==> config.mk <==
export PLATFORM = sky130hd
export DESIGN_NAME = cr_phase_timer_flat
export DESIGN_NICKNAME = d
export VERILOG_FILES = /design/src/rtl/cr_phase_timer_if.sv /design/src/rtl/cr_phase_timer.sv /design/src/flat_wrapper.sv
export SDC_FILE = /design/constraint.sdc
export NUM_CORES = 1
export LEC_CHECK = 0
export BUFFER_PORTS_ARGS = -buffer_cell sky130_fd_sc_hd__buf_2
export CAP_MARGIN = 20
export CORE_ASPECT_RATIO = 0.8
export CORE_UTILIZATION = 45
export DETAILED_ROUTE_END_ITERATION = 12
export PLACE_DENSITY = 0.75
export SLEW_MARGIN = 0
export SYNTH_ARGS = -nofsm -noshare
export SYNTH_HDL_FRONTEND = slang
export SYNTH_SLANG_ARGS = --single-unit
==> constraint.sdc <==
create_clock -name clk -period 4.35 [get_ports clk]
set_input_delay 0.435 -clock clk [delete_from_list [all_inputs] [get_ports clk]]
set_output_delay 0.435 -clock clk [all_outputs]
set_load 0.01 [all_outputs]
==> src/rtl/cr_phase_timer_if.sv <==
// Bus between the country-road light controller and its phase timer.
// The controller drives the LED code and raw sensor; the timer returns the grant request, expiry pulse and countdown.
interface cr_phase_timer_if #(
    parameter int CNT_W = 8
);
    // CR_Ena is a level request that holds until the controller answers by showing green;
    // time_out is a one-cycle strobe and has no acknowledge.
    logic             car_sense;
    logic [2:0]       CR_LED;
    logic             CR_Ena;
    logic             time_out;
    logic [CNT_W-1:0] remaining;

    modport master (
        output car_sense,
        output CR_LED,
        input  CR_Ena,
        input  time_out,
        input  remaining
    );

    modport slave (
        input  car_sense,
        input  CR_LED,
        output CR_Ena,
        output time_out,
        output remaining
    );
endinterface

==> src/rtl/cr_phase_timer.sv <==
// Phase timer for the country-road light controller: follows the LED code, counts each phase down
// in prescaled ticks, pulses time_out on expiry and raises a registered grant request for waiting cars.
module cr_phase_timer #(
    parameter int TICK_DIV     = 50_000_000,
    parameter int GREEN_TIME   = 10,
    parameter int YELLOW_TIME  = 3,
    parameter int MIN_RED_TIME = 20,
    parameter int CNT_W        = 8
) (
    input  logic               clk,
    input  logic               rst_n,
    cr_phase_timer_if.slave    bus,
    output logic [1:0]         o_dbg_phase
);

    localparam int PW = (TICK_DIV > 1) ? $clog2(TICK_DIV) : 1;

    typedef enum logic [1:0] {
        PH_RED    = 2'd0,
        PH_GREEN  = 2'd1,
        PH_YELLOW = 2'd2
    } phase_t;

    phase_t           r_ph;
    phase_t           w_dec;
    phase_t           w_ph_nxt;
    logic             w_load;
    logic [CNT_W-1:0] w_load_time;
    logic             w_tick;

    logic [PW-1:0]    r_presc;
    logic [CNT_W-1:0] r_rem;
    logic             r_sync1;
    logic             r_sync2;
    logic             r_req;
    logic             r_ena;
    logic             r_to;

    // Unknown LED codes fall back to RED so a glitching controller never extends green.
    always_comb begin
        w_dec       = PH_RED;
        w_load_time = CNT_W'(MIN_RED_TIME);
        case (bus.CR_LED)
            3'b100:  w_dec = PH_GREEN;
            3'b010:  w_dec = PH_YELLOW;
            default: w_dec = PH_RED;
        endcase
        case (w_dec)
            PH_GREEN:  w_load_time = CNT_W'(GREEN_TIME);
            PH_YELLOW: w_load_time = CNT_W'(YELLOW_TIME);
            default:   w_load_time = CNT_W'(MIN_RED_TIME);
        endcase
        w_load   = (w_dec != r_ph);
        w_ph_nxt = r_ph;
        if (w_load) begin
            w_ph_nxt = w_dec;
        end
    end

    always_ff @(posedge clk or negedge rst_n) begin
        if (!rst_n) begin
            r_ph <= PH_RED;
        end else begin
            r_ph <= w_ph_nxt;
        end
    end

    assign w_tick = (r_presc == PW'(TICK_DIV - 1));

    // A phase load restarts the prescaler so every phase gets whole ticks.
    always_ff @(posedge clk or negedge rst_n) begin
        if (!rst_n) begin
            r_presc <= '0;
            r_rem   <= CNT_W'(MIN_RED_TIME);
        end else if (w_load) begin
            r_presc <= '0;
            r_rem   <= w_load_time;
        end else begin
            if (w_tick) begin
                r_presc <= '0;
            end else begin
                r_presc <= r_presc + PW'(1);
            end
            if (w_tick && (r_rem != '0)) begin
                r_rem <= r_rem - CNT_W'(1);
            end
        end
    end

    always_ff @(posedge clk or negedge rst_n) begin
        if (!rst_n) begin
            r_sync1 <= 1'b0;
            r_sync2 <= 1'b0;
        end else begin
            r_sync1 <= bus.car_sense;
            r_sync2 <= r_sync1;
        end
    end

    // Entering green serves the waiting car, so the clear beats a same-edge sensor set.
    always_ff @(posedge clk or negedge rst_n) begin
        if (!rst_n) begin
            r_req <= 1'b0;
        end else if (w_load && (w_dec == PH_GREEN)) begin
            r_req <= 1'b0;
        end else if (r_sync2 && (r_ph != PH_GREEN)) begin
            r_req <= 1'b1;
        end
    end

    always_ff @(posedge clk or negedge rst_n) begin
        if (!rst_n) begin
            r_to  <= 1'b0;
            r_ena <= 1'b0;
        end else begin
            r_to  <= (r_ph != PH_RED) && w_tick && (r_rem == CNT_W'(1));
            r_ena <= (r_ph == PH_RED) && (r_rem == '0) && r_req && !w_load;
        end
    end

    assign bus.CR_Ena    = r_ena;
    assign bus.time_out  = r_to;
    assign bus.remaining = r_rem;
    assign o_dbg_phase   = r_ph;

endmodule
==> src/flat_wrapper.sv <==
// flat-port wrapper written by rule: the top's interface ports become plain ports
module cr_phase_timer_flat 
#(
    parameter int TICK_DIV     = 50_000_000,
    parameter int GREEN_TIME   = 10,
    parameter int YELLOW_TIME  = 3,
    parameter int MIN_RED_TIME = 20,
    parameter int CNT_W        = 8
)
  (clk, rst_n, o_dbg_phase, bus_car_sense, bus_CR_LED, bus_CR_Ena, bus_time_out, bus_remaining);
  cr_phase_timer_if #(.CNT_W(CNT_W)) bus_i ();
  input  logic clk;
  input  logic rst_n;
  output logic [1:0] o_dbg_phase;
  input wire logic [$bits(bus_i.car_sense)-1:0] bus_car_sense;
  input wire logic [$bits(bus_i.CR_LED)-1:0] bus_CR_LED;
  output wire logic [$bits(bus_i.CR_Ena)-1:0] bus_CR_Ena;
  output wire logic [$bits(bus_i.time_out)-1:0] bus_time_out;
  output wire logic [$bits(bus_i.remaining)-1:0] bus_remaining;
  assign bus_i.car_sense = bus_car_sense;
  assign bus_i.CR_LED = bus_CR_LED;
  assign bus_CR_Ena = bus_i.CR_Ena;
  assign bus_time_out = bus_i.time_out;
  assign bus_remaining = bus_i.remaining;
  cr_phase_timer #(.TICK_DIV(TICK_DIV), .GREEN_TIME(GREEN_TIME), .YELLOW_TIME(YELLOW_TIME), .MIN_RED_TIME(MIN_RED_TIME), .CNT_W(CNT_W)) u_core (.clk(clk), .rst_n(rst_n), .bus(bus_i), .o_dbg_phase(o_dbg_phase));
endmodule
==> qor.yml, run 1 <==
drcViolationCount: 2
place_ws_ns: 1.919
synth_nets: 230
wl_met3_um: 117
worst_hold_path_type: "primary input to register"
layout_commonest_cell: "dfrtp_1"
crit_buf_inv: 0
wire_per_inst_um: 13.99
cp.arrival_ns: 2.60
critPathCaptureType: "register"
grt_max_degree: 42
nets: 247
ctsHoldBuffers: 0
std_cell_rows: 22
cpLargestDelayFamily: "simple AND/OR/NAND/NOR gates"
met1_length_um: 2184
worstPathMaxFanout: 24
drt_pass1_iterations: 8
syn2layout_area_growth_pct: 11.52
syn_area_um2: 2140
die_area_um2: 5036
synth_warnings: 0
period_share_pct: 56.79
dpl.hpwl_um: 2859
clockBufferDepth: 2
routed_wl_um: 4169
routed.top_layer: "met4"
wl_met2_um: 1821
vias_per_cell: 5.436
skew_ns: 0.01139
cts_made_buffers: 5
ant_nets: 0
cts_tree: "done"
ctsHtreeMaxLevel: 2
synth_cell_types: 39
clkTransAtPathRegs_ns: 0.07
outcome: "finished, violations left"
design.core.area_um2: 4569
cts_num_sinks: 41
io_pins: 18
final.setup.worst_slack_ns: 1.880
drv_cap: 0
ys_seq_area_share_pct: 48.07
ys.flop_type: "dfrtp_1"
die_h_um: 63.68
min_period_ns: 2.470
slowest_delay_ns: 0.63
critPathKind: "register to register"
diodes: 0
die_x_um: 79.09
first_iter_violations: 118
syn_inst: 220
synth.avg_cell_area_um2: 9.725
finalSetupTns_ns: 0
synth-edff-count: 0
p_leak_nw: 1.022
portBuffers: 17
clkLatencyLatePin_ns: 0.29
startpoint_type: "register"
synth-seq-cells: 41
power_density_nw_per_um2: 354.8
grtUsageTotal_pct: 18.70
hold_viol: 0
postCtsSetupBuffers: 0
violations: "design-rule violations"
first_global_vias: 1505
finalMaxSlewViolations: 0
cts_resized: 0
required_ns: 4.48
r2r_slack_ns: 1.88
via_count: 1620
grt_pass1_wl_um: 7258
slew_headroom_pct: 41.76
gp_congestion: 0.7819
layout_common_cells: "dfrtp_1 (39), nor2_1 (36), xnor2_1 (20)"
ir_drop_v: 0.0001664
overflow: 0
synth-async-reset-ratio_pct: 100.0
finalSetupViolations: 0
start_util_pct: 46.82
final_layout_size_suffix_gt1_share_pct: 13.03
antenna_found_initial: 0
whs_ns: 0.2435
worstPathCellList: "ha_1, and4_1, nand2_4, or3_4, nand2_1, nor2_1"
rsz0062_at_grt: "false"
max_clock_freq_mhz: 404.8
max_slew.worst_pin.slew_ns: 0.8737
crit_slowest_cell: "nand2_1"
cts-root-buf: "clkbuf_8"
area by class of cell:
type / count / area (um^2)
clock buffers: 7 / 86.33
clock inverters: 1 / 30.03
fillers: 429 / 2183
inverters: 5 / 18.77
multi-input cells: 167 / 1062
flip-flops and latches: 41 / 1028
well taps: 60 / 75.07
repair buffers: 17 / 85.08
layer usage:
layer	track usage (%)	up-vias
li1	-	804
met1	28.06	791
met2	26.19	20
met3	4.783	5
met4	5.455	0
met5	0	-
per-stage QoR:
step / area (um^2) / cells / power, mW / utilization [%]
detailed placement: 2270 / 290 / 0.5401 / 49.67
global route: 2386 / 298 / 0.8901 / 52.22
floorplan: 2140 / 220 / 0.5004 / -
CTS: 2386 / 298 / 0.8541 / 52.22
finish: 2386 / 298 / 0.8467 / 52.22
global placement: 2270 / 290 / 0.5394 / 49.67
Yosys cell counts (2+ instances only):
| cell type | number | area share [%] |
|---|---|---|
| and4_1 | 5 | 2.0 |
| nand3_1 | 15 | 3.5 |
| clkbuf_1 | 6 | 1.1 |
| nor2_1 | 36 | 6.3 |
| xnor2_1 | 20 | 8.2 |
| nor3b_1 | 5 | 1.8 |
| and4b_1 | 2 | 0.94 |
| o21ai_0 | 3 | 0.70 |
| dfstp_2 | 2 | 2.5 |
| and2_1 | 2 | 0.58 |
| inv_1 | 5 | 0.88 |
| nand2b_1 | 2 | 0.58 |
| a31oi_1 | 2 | 0.58 |
| o22a_1 | 4 | 1.6 |
| xor2_1 | 6 | 2.5 |
| or4_1 | 2 | 0.70 |
| ha_1 | 4 | 2.3 |
| nand4_1 | 7 | 2.0 |
| nand2_1 | 16 | 2.8 |
| nor3_1 | 13 | 3.0 |
| and3_1 | 2 | 0.58 |
| dfrtp_1 | 39 | 46 |
| a21oi_1 | 5 | 1.2 |
| nor4_1 | 2 | 0.58 |
kinds of logic after synthesis:
kind of cell / synth area share, %
AO/OA/AOI/OAI: 5.847
XOR/XNOR: 10.64
adder cells (fa/ha/maj): 2.339
buffers and inverters: 2.281
flip-flops: 48.07
multiplexers: 0.4679
AND/OR/NAND/NOR: 30.35
worst paths after layout:
kind                                             start                            to  cells past startpoint
hold / removal                           bus_car_sense      u_core.r_sync1$_DFF_PN0_                      1
setup / recovery           u_core.r_presc[0]$_DFF_PN0_  u_core.r_presc[22]$_DFF_PN0_                      6
setup reg to reg           u_core.r_presc[0]$_DFF_PN0_  u_core.r_presc[22]$_DFF_PN0_                      6
hold reg to reg               u_core.r_sync1$_DFF_PN0_      u_core.r_sync2$_DFF_PN0_                      0
max in group asynchronous                        rst_n  u_core.r_presc[15]$_DFF_PN0_                      1
min in group asynchronous                        rst_n  u_core.r_presc[17]$_DFF_PN0_                      1
power by group:
part           internal [mW]  switching, mW  leakage, nW
combinational         0.0413         0.0679        0.415
clock                  0.187          0.126       0.0585
sequential             0.404         0.0206        0.549
total                  0.633          0.214         1.02
sequential cells by signal, summed over array words and instances, names as in the netlist:
signal,cells
u_core.r_sync2,1
u_core.bus.time_out,1
u_core.o_dbg_phase,2
u_core.r_sync1,1
u_core.bus.CR_Ena,1
u_core.r_presc,26
u_core.bus.remaining,8
u_core.r_req,1
Note: power is estimated with default switching activity, not from simulation.
==> run 2, diff against run 1 <==
==> constraint.sdc (replaced) <==
create_clock -name clk -period 2.48 [get_ports clk]
set_input_delay 0.248 -clock clk [delete_from_list [all_inputs] [get_ports clk]]
set_output_delay 0.248 -clock clk [all_outputs]
set_load 0.01 [all_outputs]
==> qor.yml, run 2 (same netlist as run 1, synthesis figures left out) <==
outcome: "finished, violations left"
fin_area_um2: 2395  # +0.37%
cpLargestDelayFamily: "simple AND/OR/NAND/NOR gates"
critPathCaptureType: "register"
slew_headroom_pct: 41.04  # -0.71 points
ant_nets: 0  # unchanged
clkTransAtPathRegs_ns: 0.08  # about the same
drv_cap: 0  # unchanged
layout_common_cells: "dfrtp_1 (39), nor2_1 (36), xnor2_1 (20)"
finalMaxSlewViolations: 0  # unchanged
ctsHtreeMaxLevel: 2  # unchanged
diodes: 0  # unchanged
io_pins: 18  # unchanged
p_leak_nw: 1.033  # +1.0%
max_clock_freq_mhz: 442.9  # +9.4%
clockBufferDepth: 2  # unchanged
slowest_delay_ns: 0.50  # -0.13 ns
overflow: 0  # unchanged
die_h_um: 63.68  # unchanged
dpl.hpwl_um: 2932  # +2.5%
final_layout_size_suffix_gt1_share_pct: 14.94  # +1.9 points
design.core.area_um2: 4569  # unchanged
period_share_pct: 91.05  # +34 points
die_x_um: 79.09  # unchanged
ctsHoldBuffers: 0  # unchanged
wl_met3_um: 151  # +29%
clkLatencyLatePin_ns: 0.30  # about the same
ir_drop_v: 0.0003213  # +93%
grt_max_degree: 42  # unchanged
place_ws_ns: 0.1965  # -1.723 ns
critPathKind: "register to register"
finalSetupTns_ns: 0  # unchanged
nets: 250  # +1.2%
skew_ns: 0.004975  # -0.006413 ns
placed_area_um2: 2292  # +0.99%
syn2layout_area_growth_pct: 11.93
worstPathMaxFanout: 7  # -71%
postCtsSetupBuffers: 0  # unchanged
vias_per_cell: 5.462  # +0.47%
final.setup.worst_slack_ns: 0.2219  # -1.658 ns
antenna_found_initial: 0  # unchanged
routed_wl_um: 4315  # +3.5%
wire_per_inst_um: 14.34  # +2.5%
cts_tree: "done"
power_density_nw_per_um2: 594.8  # +68%
regMostFlops: "u_core.r_presc"
drcViolationCount: 2  # unchanged
grt_pass1_wl_um: 7583  # +4.5%
std_cell_rows: 22  # unchanged
crit_buf_inv: 0  # unchanged
largest_reg_flops: 26  # unchanged
worstPathCellList: "ha_1, and4_2, nand2_4, or3_4, or4_1, a21oi_1"
gp_congestion: 0.8288  # +6.0%
max_slew.worst_pin.slew_ns: 0.8844  # +0.01070 ns
routed.top_layer: "met4"
cp.arrival_ns: 2.48  # -0.12 ns
violations: "design-rule violations"
required_ns: 2.70  # -1.78 ns
via_count: 1644  # +1.5%
cts_num_sinks: 41  # unchanged
crit_slowest_cell: "or4_1"
finalSetupViolations: 0  # unchanged
cts_made_buffers: 5  # unchanged
start_util_pct: 46.82  # unchanged
first_iter_violations: 132  # +12%
startpoint_type: "register"
met1_length_um: 2287  # +4.7%
rsz0062_at_grt: "false"
grtUsageTotal_pct: 19.74  # +1.0 points
worst_hold_path_type: "primary input to register"
die_area_um2: 5036  # unchanged
cts-root-buf: "clkbuf_8"
drt_pass1_iterations: 8  # unchanged
first_global_vias: 1607  # +6.8%
min_period_ns: 2.258  # -0.2121 ns
wl_met2_um: 1808  # -0.71%
hold_viol: 0  # unchanged
layout_commonest_cell: "dfrtp_1"
portBuffers: 17  # unchanged
run 2: changes by cell type in the layout (fill, tap and decap cells not counted):
cell       before  now
buf_4           0    3
and4_1          5    4
and4_2          0    1
bufinv_16       1    0
clkbuf_1        1    0
clkbuf_8        6    7
clkinv_2        0    1
run 2: worst paths after layout:
path                                                       end                         from  slack, ns  cells past startpoint
setup / recovery           u_core.bus.remaining[6]$_DFFE_PN0P_  u_core.r_presc[0]$_DFF_PN0_       0.22                      6
hold / removal                        u_core.r_sync1$_DFF_PN0_                bus_car_sense       0.05                      1
setup reg to reg           u_core.bus.remaining[6]$_DFFE_PN0P_  u_core.r_presc[0]$_DFF_PN0_       0.22                      6
hold reg to reg                       u_core.r_sync2$_DFF_PN0_     u_core.r_sync1$_DFF_PN0_       0.35                      0
max in group asynchronous             u_core.r_req$_DFFE_PN0P_                        rst_n       1.86                      1
min in group asynchronous         u_core.r_presc[17]$_DFF_PN0_                        rst_n       0.07                      1
run 2: layout make-up:
cell class | instances | area (um^2)
inverters | 5 | 18.77
clock buffers | 7 | 96.34
repair buffers | 20 | 107.6
flip-flops and latches | 41 | 1028
clock inverters | 1 | 5.005
multi-input cells | 167 | 1064
well taps | 60 | 75.07
fillers | 423 | 2175
run 2: what timing repair did:
item	in CTS	in global routing
hold endpoints to repair	0	0
setup endpoints to repair	0	1
gates resized for setup	0	1
run 2: per-stage QoR:
stage	total power [mW]	cells	utilization, %	hold slack (ns)
after CTS	1.438	301	52.38	0.04357
after detailed placement	0.9541	293	50.16	0.3371
after global placement	0.9525	293	50.16	0.3356
after floorplan	0.8777	220	-	-0.04759
after global routing	1.498	301	52.41	0.05277
final	1.424	301	52.41	0.05299
run 2: per-layer routing:
layer  vias up  global-route usage [%]
met5         -                       0
met4         0                   7.955
met3         5                   5.217
met2        31                   28.34
met1       796                   28.01
li1        812                       -
run 2: power breakdown:
group,internal [mW],switching [mW]
registers,0.709,0.0362
clock network,0.251,0.227
logic,0.0759,0.125
total,1.04,0.388
